===== src/rtl/calc_pkg.sv =====
// Shared definitions for the multi-context boolean stack evaluator.
//   - opcode encodings carried on cmd_op
//   - bit positions of acc_op (cmd_lut[1:0]) for the ACC opcode
//   - width helpers for context ids and depth counters
package calc_pkg;

  localparam logic [2:0] OP_NOP  = 3'd0;
  localparam logic [2:0] OP_PUSH = 3'd1;
  localparam logic [2:0] OP_POP  = 3'd2;
  localparam logic [2:0] OP_LUT  = 3'd3;
  localparam logic [2:0] OP_ACC  = 3'd4;
  localparam logic [2:0] OP_CLR  = 3'd6;

  // acc_op[ACC_INV_TOP] inverts s0, acc_op[ACC_INV_VAL] inverts cmd_val
  localparam int unsigned ACC_INV_TOP = 0;
  localparam int unsigned ACC_INV_VAL = 1;

  // Index width for n items; never narrower than one bit
  function automatic int unsigned idx_w(input int unsigned n);
    return (n <= 1) ? 1 : $clog2(n);
  endfunction

  // Width of a counter that must hold 0..n inclusive
  function automatic int unsigned cnt_w(input int unsigned n);
    return $clog2(n + 1);
  endfunction

endpackage


===== src/rtl/calc_ctx_stack.sv =====
// One context's stack: DEPTH words of WIDTH bits plus a depth counter.
// Ports:
//   clk, reset   clock, synchronous active-low reset (clears depth only)
//   push         write wr_data above the current top, depth+1
//   pop          depth-1
//   wr_top       overwrite the top word with wr_data; combined with pop the
//                write lands on the entry that becomes the new top
//   wr_data      data for push / wr_top
//   clr          depth <= 0
//   top, next    s0 and s1 (top reads 0 when empty; next is meaningless below depth 2)
//   depth        current fill level
//   full, empty  depth == DEPTH / depth == 0
// The caller guarantees push/pop are never issued on full/empty.
module calc_ctx_stack
  import calc_pkg::*;
#(
  parameter  int unsigned WIDTH = 4,
  parameter  int unsigned DEPTH = 6,
  localparam int unsigned DEP_W = cnt_w(DEPTH)
) (
  input  logic             clk,
  input  logic             reset,
  input  logic             push,
  input  logic             pop,
  input  logic             wr_top,
  input  logic [WIDTH-1:0] wr_data,
  input  logic             clr,
  output logic [WIDTH-1:0] top,
  output logic [WIDTH-1:0] next,
  output logic [DEP_W-1:0] depth,
  output logic             full,
  output logic             empty
);

  logic [WIDTH-1:0] mem [DEPTH];
  logic [DEP_W-1:0] wr_idx;

  assign wr_idx = pop ? depth - DEP_W'(2) : depth - DEP_W'(1);
  assign full   = (depth == DEP_W'(DEPTH));
  assign empty  = (depth == '0);

  // Popped entries are left in place; only the depth counter moves.
  always_ff @(posedge clk) begin
    for (int unsigned i = 0; i < DEPTH; i++) begin
      if (push && DEP_W'(i) == depth) begin
        mem[i] <= wr_data;
      end else if (wr_top && DEP_W'(i) == wr_idx) begin
        mem[i] <= wr_data;
      end
    end
  end

  always_ff @(posedge clk) begin
    if (!reset) begin
      depth <= '0;
    end else if (clr) begin
      depth <= '0;
    end else if (push) begin
      depth <= depth + DEP_W'(1);
    end else if (pop) begin
      depth <= depth - DEP_W'(1);
    end
  end

  // depth-1 wraps past every valid index when empty, so top stays 0 there
  always_comb begin
    top  = '0;
    next = '0;
    for (int unsigned i = 0; i < DEPTH; i++) begin
      if (DEP_W'(i) == depth - DEP_W'(1)) top  = mem[i];
      if (DEP_W'(i) == depth - DEP_W'(2)) next = mem[i];
    end
  end

endmodule


===== src/rtl/calc_stack_engine.sv =====
// Multi-context WIDTH-lane boolean stack evaluator.
// Ports:
//   clk, reset          clock, synchronous active-low reset
//   cmd_valid/ready     command handshake; cmd_ready = reset & (~res_valid | res_ready)
//   cmd_ctx             target context (out-of-range ids act as NOP on context 0)
//   cmd_op              opcode (calc_pkg OP_*)
//   cmd_lut             per-lane LUT indexed {s1,s0}; [1:0] is acc_op for ACC
//   cmd_val             operand for PUSH / ACC
//   err_clr             clear all sticky error flags
//   res_valid/ready     one-entry result buffer handshake
//   res_ctx/top/depth   context, top word and depth after the command
//   err_ovf, err_unf    sticky per-context overflow / underflow flags
module calc_stack_engine
  import calc_pkg::*;
#(
  parameter  int unsigned WIDTH   = 4,
  parameter  int unsigned DEPTH   = 6,
  parameter  int unsigned NUM_CTX = 2,
  localparam int unsigned CTX_W   = idx_w(NUM_CTX),
  localparam int unsigned DEP_W   = cnt_w(DEPTH)
) (
  input  logic               clk,
  input  logic               reset,
  input  logic               cmd_valid,
  output logic               cmd_ready,
  input  logic [CTX_W-1:0]   cmd_ctx,
  input  logic [2:0]         cmd_op,
  input  logic [3:0]         cmd_lut,
  input  logic [WIDTH-1:0]   cmd_val,
  input  logic               err_clr,
  output logic               res_valid,
  input  logic               res_ready,
  output logic [CTX_W-1:0]   res_ctx,
  output logic [WIDTH-1:0]   res_top,
  output logic [DEP_W-1:0]   res_depth,
  output logic [NUM_CTX-1:0] err_ovf,
  output logic [NUM_CTX-1:0] err_unf
);

  logic [WIDTH-1:0]   s_top   [NUM_CTX];
  logic [WIDTH-1:0]   s_next  [NUM_CTX];
  logic [DEP_W-1:0]   s_depth [NUM_CTX];
  logic [NUM_CTX-1:0] s_full, s_empty;
  logic [NUM_CTX-1:0] c_push, c_pop, c_wr, c_clr, c_set_ovf, c_set_unf;

  logic               accept;
  logic [CTX_W-1:0]   sel;
  logic [2:0]         op;
  logic [WIDTH-1:0]   cur_top, cur_next, lut_r, acc_r, wdata, nxt_top;
  logic [DEP_W-1:0]   cur_depth, nxt_depth;
  logic               cur_full, cur_empty;
  logic               push_c, pop_c, wr_c, clr_c, set_ovf_c, set_unf_c;

  assign cmd_ready = reset & (~res_valid | res_ready);
  assign accept    = cmd_valid & cmd_ready;

  for (genvar g = 0; g < NUM_CTX; g++) begin : g_ctx
    calc_ctx_stack #(
      .WIDTH (WIDTH),
      .DEPTH (DEPTH)
    ) u_stack (
      .clk     (clk),
      .reset   (reset),
      .push    (c_push[g]),
      .pop     (c_pop[g]),
      .wr_top  (c_wr[g]),
      .wr_data (wdata),
      .clr     (c_clr[g]),
      .top     (s_top[g]),
      .next    (s_next[g]),
      .depth   (s_depth[g]),
      .full    (s_full[g]),
      .empty   (s_empty[g])
    );
  end

  always_comb begin
    sel = '0;
    op  = OP_NOP;
    if (32'(cmd_ctx) < NUM_CTX) begin
      sel = cmd_ctx;
      op  = cmd_op;
    end

    cur_top   = '0;
    cur_next  = '0;
    cur_depth = '0;
    cur_full  = 1'b0;
    cur_empty = 1'b1;
    for (int unsigned i = 0; i < NUM_CTX; i++) begin
      if (CTX_W'(i) == sel) begin
        cur_top   = s_top[i];
        cur_next  = s_next[i];
        cur_depth = s_depth[i];
        cur_full  = s_full[i];
        cur_empty = s_empty[i];
      end
    end

    for (int unsigned i = 0; i < WIDTH; i++) begin
      lut_r[i] = cmd_lut[{cur_next[i], cur_top[i]}];
    end
    acc_r = (cmd_lut[ACC_INV_VAL] ? ~cmd_val : cmd_val) |
            (cmd_lut[ACC_INV_TOP] ? ~cur_top : cur_top);

    push_c    = 1'b0;
    pop_c     = 1'b0;
    wr_c      = 1'b0;
    clr_c     = 1'b0;
    set_ovf_c = 1'b0;
    set_unf_c = 1'b0;
    wdata     = cmd_val;
    nxt_top   = cur_top;
    nxt_depth = cur_depth;

    // nxt_* mirror what the stack will hold after the edge so the result
    // register can capture it in the same cycle the stack is updated.
    case (op)
      OP_PUSH: begin
        if (cur_full) begin
          set_ovf_c = 1'b1;
        end else begin
          push_c    = 1'b1;
          nxt_top   = cmd_val;
          nxt_depth = cur_depth + DEP_W'(1);
        end
      end
      OP_POP: begin
        if (cur_empty) begin
          set_unf_c = 1'b1;
        end else begin
          pop_c     = 1'b1;
          nxt_depth = cur_depth - DEP_W'(1);
          nxt_top   = (cur_depth > DEP_W'(1)) ? cur_next : '0;
        end
      end
      OP_LUT: begin
        if (cur_depth < DEP_W'(2)) begin
          set_unf_c = 1'b1;
        end else begin
          pop_c     = 1'b1;
          wr_c      = 1'b1;
          wdata     = lut_r;
          nxt_top   = lut_r;
          nxt_depth = cur_depth - DEP_W'(1);
        end
      end
      OP_ACC: begin
        if (cur_empty) begin
          set_unf_c = 1'b1;
        end else begin
          wr_c    = 1'b1;
          wdata   = acc_r;
          nxt_top = acc_r;
        end
      end
      OP_CLR: begin
        clr_c     = 1'b1;
        nxt_top   = '0;
        nxt_depth = '0;
      end
      default: ;
    endcase

    for (int unsigned i = 0; i < NUM_CTX; i++) begin
      c_push[i]    = accept && (CTX_W'(i) == sel) && push_c;
      c_pop[i]     = accept && (CTX_W'(i) == sel) && pop_c;
      c_wr[i]      = accept && (CTX_W'(i) == sel) && wr_c;
      c_clr[i]     = accept && (CTX_W'(i) == sel) && clr_c;
      c_set_ovf[i] = accept && (CTX_W'(i) == sel) && set_ovf_c;
      c_set_unf[i] = accept && (CTX_W'(i) == sel) && set_unf_c;
    end
  end

  // A flag raised this cycle beats any clear arriving with it.
  always_ff @(posedge clk) begin
    if (!reset) begin
      err_ovf <= '0;
      err_unf <= '0;
    end else begin
      for (int unsigned i = 0; i < NUM_CTX; i++) begin
        if (c_set_ovf[i])             err_ovf[i] <= 1'b1;
        else if (err_clr || c_clr[i]) err_ovf[i] <= 1'b0;
        if (c_set_unf[i])             err_unf[i] <= 1'b1;
        else if (err_clr || c_clr[i]) err_unf[i] <= 1'b0;
      end
    end
  end

  always_ff @(posedge clk) begin
    if (!reset) begin
      res_valid <= 1'b0;
      res_ctx   <= '0;
      res_top   <= '0;
      res_depth <= '0;
    end else if (accept) begin
      res_valid <= 1'b1;
      res_ctx   <= sel;
      res_top   <= nxt_top;
      res_depth <= nxt_depth;
    end else if (res_ready) begin
      res_valid <= 1'b0;
    end
  end

endmodule


===== config.mk =====
export PLATFORM = sky130hd
export DESIGN_NAME = calc_stack_engine
export DESIGN_NICKNAME = d
export VERILOG_FILES = /design/src/rtl/calc_pkg.sv /design/src/rtl/calc_ctx_stack.sv /design/src/rtl/calc_stack_engine.sv
export SDC_FILE = /design/constraint.sdc
export NUM_CORES = 1
export LEC_CHECK = 0
export CORE_ASPECT_RATIO = 0.9
export CORE_MARGIN = 8
export CORE_UTILIZATION = 62
export CTS_BUF_LIST = sky130_fd_sc_hd__clkbuf_8
export CTS_CLUSTER_SIZE = 25
export DETAILED_ROUTE_END_ITERATION = 6
export GPL_TIMING_DRIVEN = 0
export PLACE_DENSITY = 0.83
export SLEW_MARGIN = 20
export SYNTH_ARGS = -nofsm -noshare
export SYNTH_HDL_FRONTEND = slang
export SYNTH_SLANG_ARGS = --single-unit

===== constraint.sdc =====
create_clock -name clk -period 5.15 [get_ports clk]
set_input_delay 1.545 -clock clk [delete_from_list [all_inputs] [get_ports clk]]
set_output_delay 1.545 -clock clk [all_outputs]
set_load 0.01 [all_outputs]

==> results.toml <==
[status]
status = "finished, final reports clean"

[route]
wl_met1_um = 5520
dr.pass1.iters = 5
wl_met3_um = 1519
drtAntennaViolNets = 0
wl_um = 13860
vias_per_cell = 6.840
drcViolationCount = 0
via_count = 4439
route.met2.wl_um = 6368
highest_layer = "met4"
drt_iter0_markers = 398
wl_per_cell_um = 21.36

[timing]
max_freq_mhz = 206.3
setup_viol = 0
worst_slack_ns = 0.3028
worstMarginPinSlew_ns = 1.048
skew_ns = 0.01115
hold_viol_final = 0
report.final.slew_viol_count = 0
relSlewSlack_pct = 29.97
hold_ws_ns = 0.4798
rsz0062_at_grt = "false"
finalCriticalPeriod_ns = 4.847
post-route-period-util_pct = 94.12

[run]
max_cap_violations = 0

[global_route]
grt_max_degree = 13
grt_pass1_vias = 4259
antenna_found_initial = 0
grt_pass1_wl_um = 22080
grt.overflow.total = 0
grt_usage_pct = 26.53

[floorplanning]
core_mm2 = 0.007432
placementRows = 30
fp.dieW_um = 107.7
dieHeight_um = 98.57
initial_core_util_pct = 63.20
io_pins = 31
fp.dieArea_mm2 = 0.01062

[yosys]
yosysWarnings = 0
yosysSeqAreaShare_pct = 38.79
synth-main-ff-cell = "edfxtp_1"
synthCells = 511
syn_area_per_cell_um2 = 9.192
syn_area_mm2 = 0.004697
synth.top_cells.by_area = "edfxtp_1 31%, dfxtp_1 8.1%, ha_1 6.1%, a21oi_1 5.5%, nor2_1 3.4%"
async_flop_share_pct = 0
yosys.area.top_type = "edfxtp_1"
synth-edff-count = 48
syn_nets = 551
synth_top_area_share_pct = 30.69
ys_types = 68
synth.ff_latch_count = 67

[critical_path]
reg2reg_to = "g_ctx[0].u_stack.mem[2][1]"
cp.arrival_ns = 4.83
cp_num_buf_inv = 4
r2r_start = "g_ctx[0].u_stack.depth[0]"
cp_max_fo = 10
slowest_delay_ns = 0.47
crit_cells = 12
cp.required_ns = 5.14
ff2ff_setup_slack_ns = 0.68
worstPathCellList = "buf_2, buf_2, buf_1, mux2i_1, inv_1, ha_1, a21boi_0, and2_2, nand2_1, nor2_1, nand2_1, o21ai_0"
cp_top_family = "buffers and inverters"
r2r_cells = 12
end_kind = "flip-flop"
criticalPathCategory = "input pin to flip-flop"
start_kind = "input pin"
critPathSlowestCell = "buf_1"

[place]
globalplace.congestion = 0.9126
port_buffers = 26
hpwlAfterDp_um = 9976
dpl_worst_slack_ns = -0.2464

[power]
pwr-share-comb_pct = 11.3
clkPwrFrac_pct = 40.4
p_sw_uw = 309.7
vdd_drop_max_v = 0.0001711
internal-power_uw = 909.7
p_leak_nw = 1.838
pwr-share-seq_pct = 48.3
switching_share_pct = 25.40
p_per_area_mw_per_mm2 = 229.9

[min_path]
hold_path_class = "flip-flop to flip-flop"
hp-start = "res_depth[2]"
hold-path-endpoint = "res_depth[2]"
hold_path_depth = 2

[cts]
numCtsBuffers = 9
cts_tree = "built"
cts_sinks = 67
cts.path.max_buffers = 2
path_clk_slew_ns = 0.08
cts_max_level = 3
clk_latency_ns = 0.36
cts-root-buf = "clkbuf_8"

[cells_and_area]
syn_to_final_growth_pct = 12.92
drive_gt1_share_pct = 9.042
nNetsFinal = 588
final_cell_mix = "52 x a21oi_1, 48 x edfxtp_1, 42 x nor2_1, 39 x nand2_1, 28 x o21ai_0"
final_common_cell = "a21oi_1"
diodes = 0
==> metrics by stage <==
| step | util, % | cell area [um^2] | setup TNS, ns | cells | total power [mW] |
|---|---|---|---|---|---|
| floorplan | - | 4697 | 0 | 511 | 0.6807 |
| global placement | 68.32 | 5077 | -0.6904 | 633 | 0.7299 |
| detailed placement | 68.48 | 5090 | -1.441 | 634 | 0.7354 |
| CTS | 71.40 | 5306 | 0 | 650 | 1.219 |
| global route | 71.36 | 5304 | 0 | 649 | 1.250 |
| finish | 71.36 | 5304 | 0 | 649 | 1.219 |
==> sequential cells by signal, indices dropped and copies added, names as in the netlist <==
| register | count |
|---|---|
| err_ovf | 2 |
| err_unf | 2 |
| g_ctx.u_stack.depth | 6 |
| g_ctx.u_stack.mem | 48 |
| res_ctx | 1 |
| res_depth | 3 |
| res_top | 4 |
| res_valid | 1 |
==> worst reg2reg max path: cells and delay by family (launching register included) <==
| family | cells | cell delay (ns) |
|---|---|---|
| simple gates | 1 | 0.22 |
| fa+ha+maj | 2 | 0.77 |
| mux | 1 | 0.07 |
| compound gates | 4 | 1.71 |
| flops | 1 | 0.43 |
| buf+inv | 4 | 0.93 |
==> cell type report <==
type,instances,area (um^2)
Sequential cell,67,1822
Clock buffer,9,123.9
Timing Repair Buffer,27,267.8
Clock inverter,7,92.59
Buffer,34,172.7
Multi-Input combinational cell,390,2634
Inverter,19,71.32
Tap cell,96,120.1
Fill cell,574,2128
==> worst max path at each step <==
| stage | from | to | slack (ns) |
|---|---|---|---|
| global placement | cmd_ctx | g_ctx[0].u_stack.mem[1][3] | -0.14 |
| CTS | cmd_ctx | g_ctx[0].u_stack.mem[1][1] | 0.12 |
| floorplan | cmd_ctx | g_ctx[0].u_stack.mem[1][0] | 0.79 |
| detailed placement | cmd_ctx | g_ctx[0].u_stack.mem[1][2] | -0.25 |
| global route | cmd_ctx | g_ctx[0].u_stack.mem[1][1] | 0.06 |
| finish | cmd_ctx | g_ctx[0].u_stack.mem[1][1] | 0.30 |
==> Yosys cell counts, types with 7 or more instances <==
master / count
a22o_1: 7
a221oi_1: 15
o21ai_0: 29
ha_1: 23
clkbuf_1: 18
edfxtp_1: 48
a211oi_1: 11
xnor2_1: 9
mux2i_1: 13
dfxtp_1: 19
nor2_1: 42
nand2b_1: 10
nand3_1: 12
a21oi_1: 52
inv_1: 19
buf_2: 8
nand2_1: 39
nor2b_1: 16
nor3_1: 10
==> power groups by stage <==
stage | combinational, mW | clock (mW) | sequential, mW
global route | 0.148 | 0.512 | 0.590
CTS | 0.134 | 0.495 | 0.589
finish | 0.138 | 0.492 | 0.589
detailed placement | 0.134 | 0 | 0.602
floorplan | 0.0771 | 0 | 0.604
global placement | 0.128 | 0 | 0.602
==> routing by layer <==
layer	vias up	GRT usage, %
li1	2012	-
met1	2103	34.16
met2	281	40.59
met3	43	6.197
met4	0	13.22
met5	-	0
==> cell families after synthesis <==
group / count (synthesis) / synth area share (%)
and+or+nand+nor: 161 / 17.45
AOI/OAI and AO/OA: 177 / 26.16
adders and majority gates: 23 / 6.127
buffers and inverters: 54 / 5.274
xor gates and xnor gates: 12 / 2.238
muxes: 17 / 3.969
DFF: 67 / 38.79
==> what timing repair did <==
action,4_1_cts,5_1_grt
hold buffers,0,0
buffers inserted,0,0
endpoints found under the setup margin,0,8
resized for setup,0,1
(Power assumes the default switching activity.)
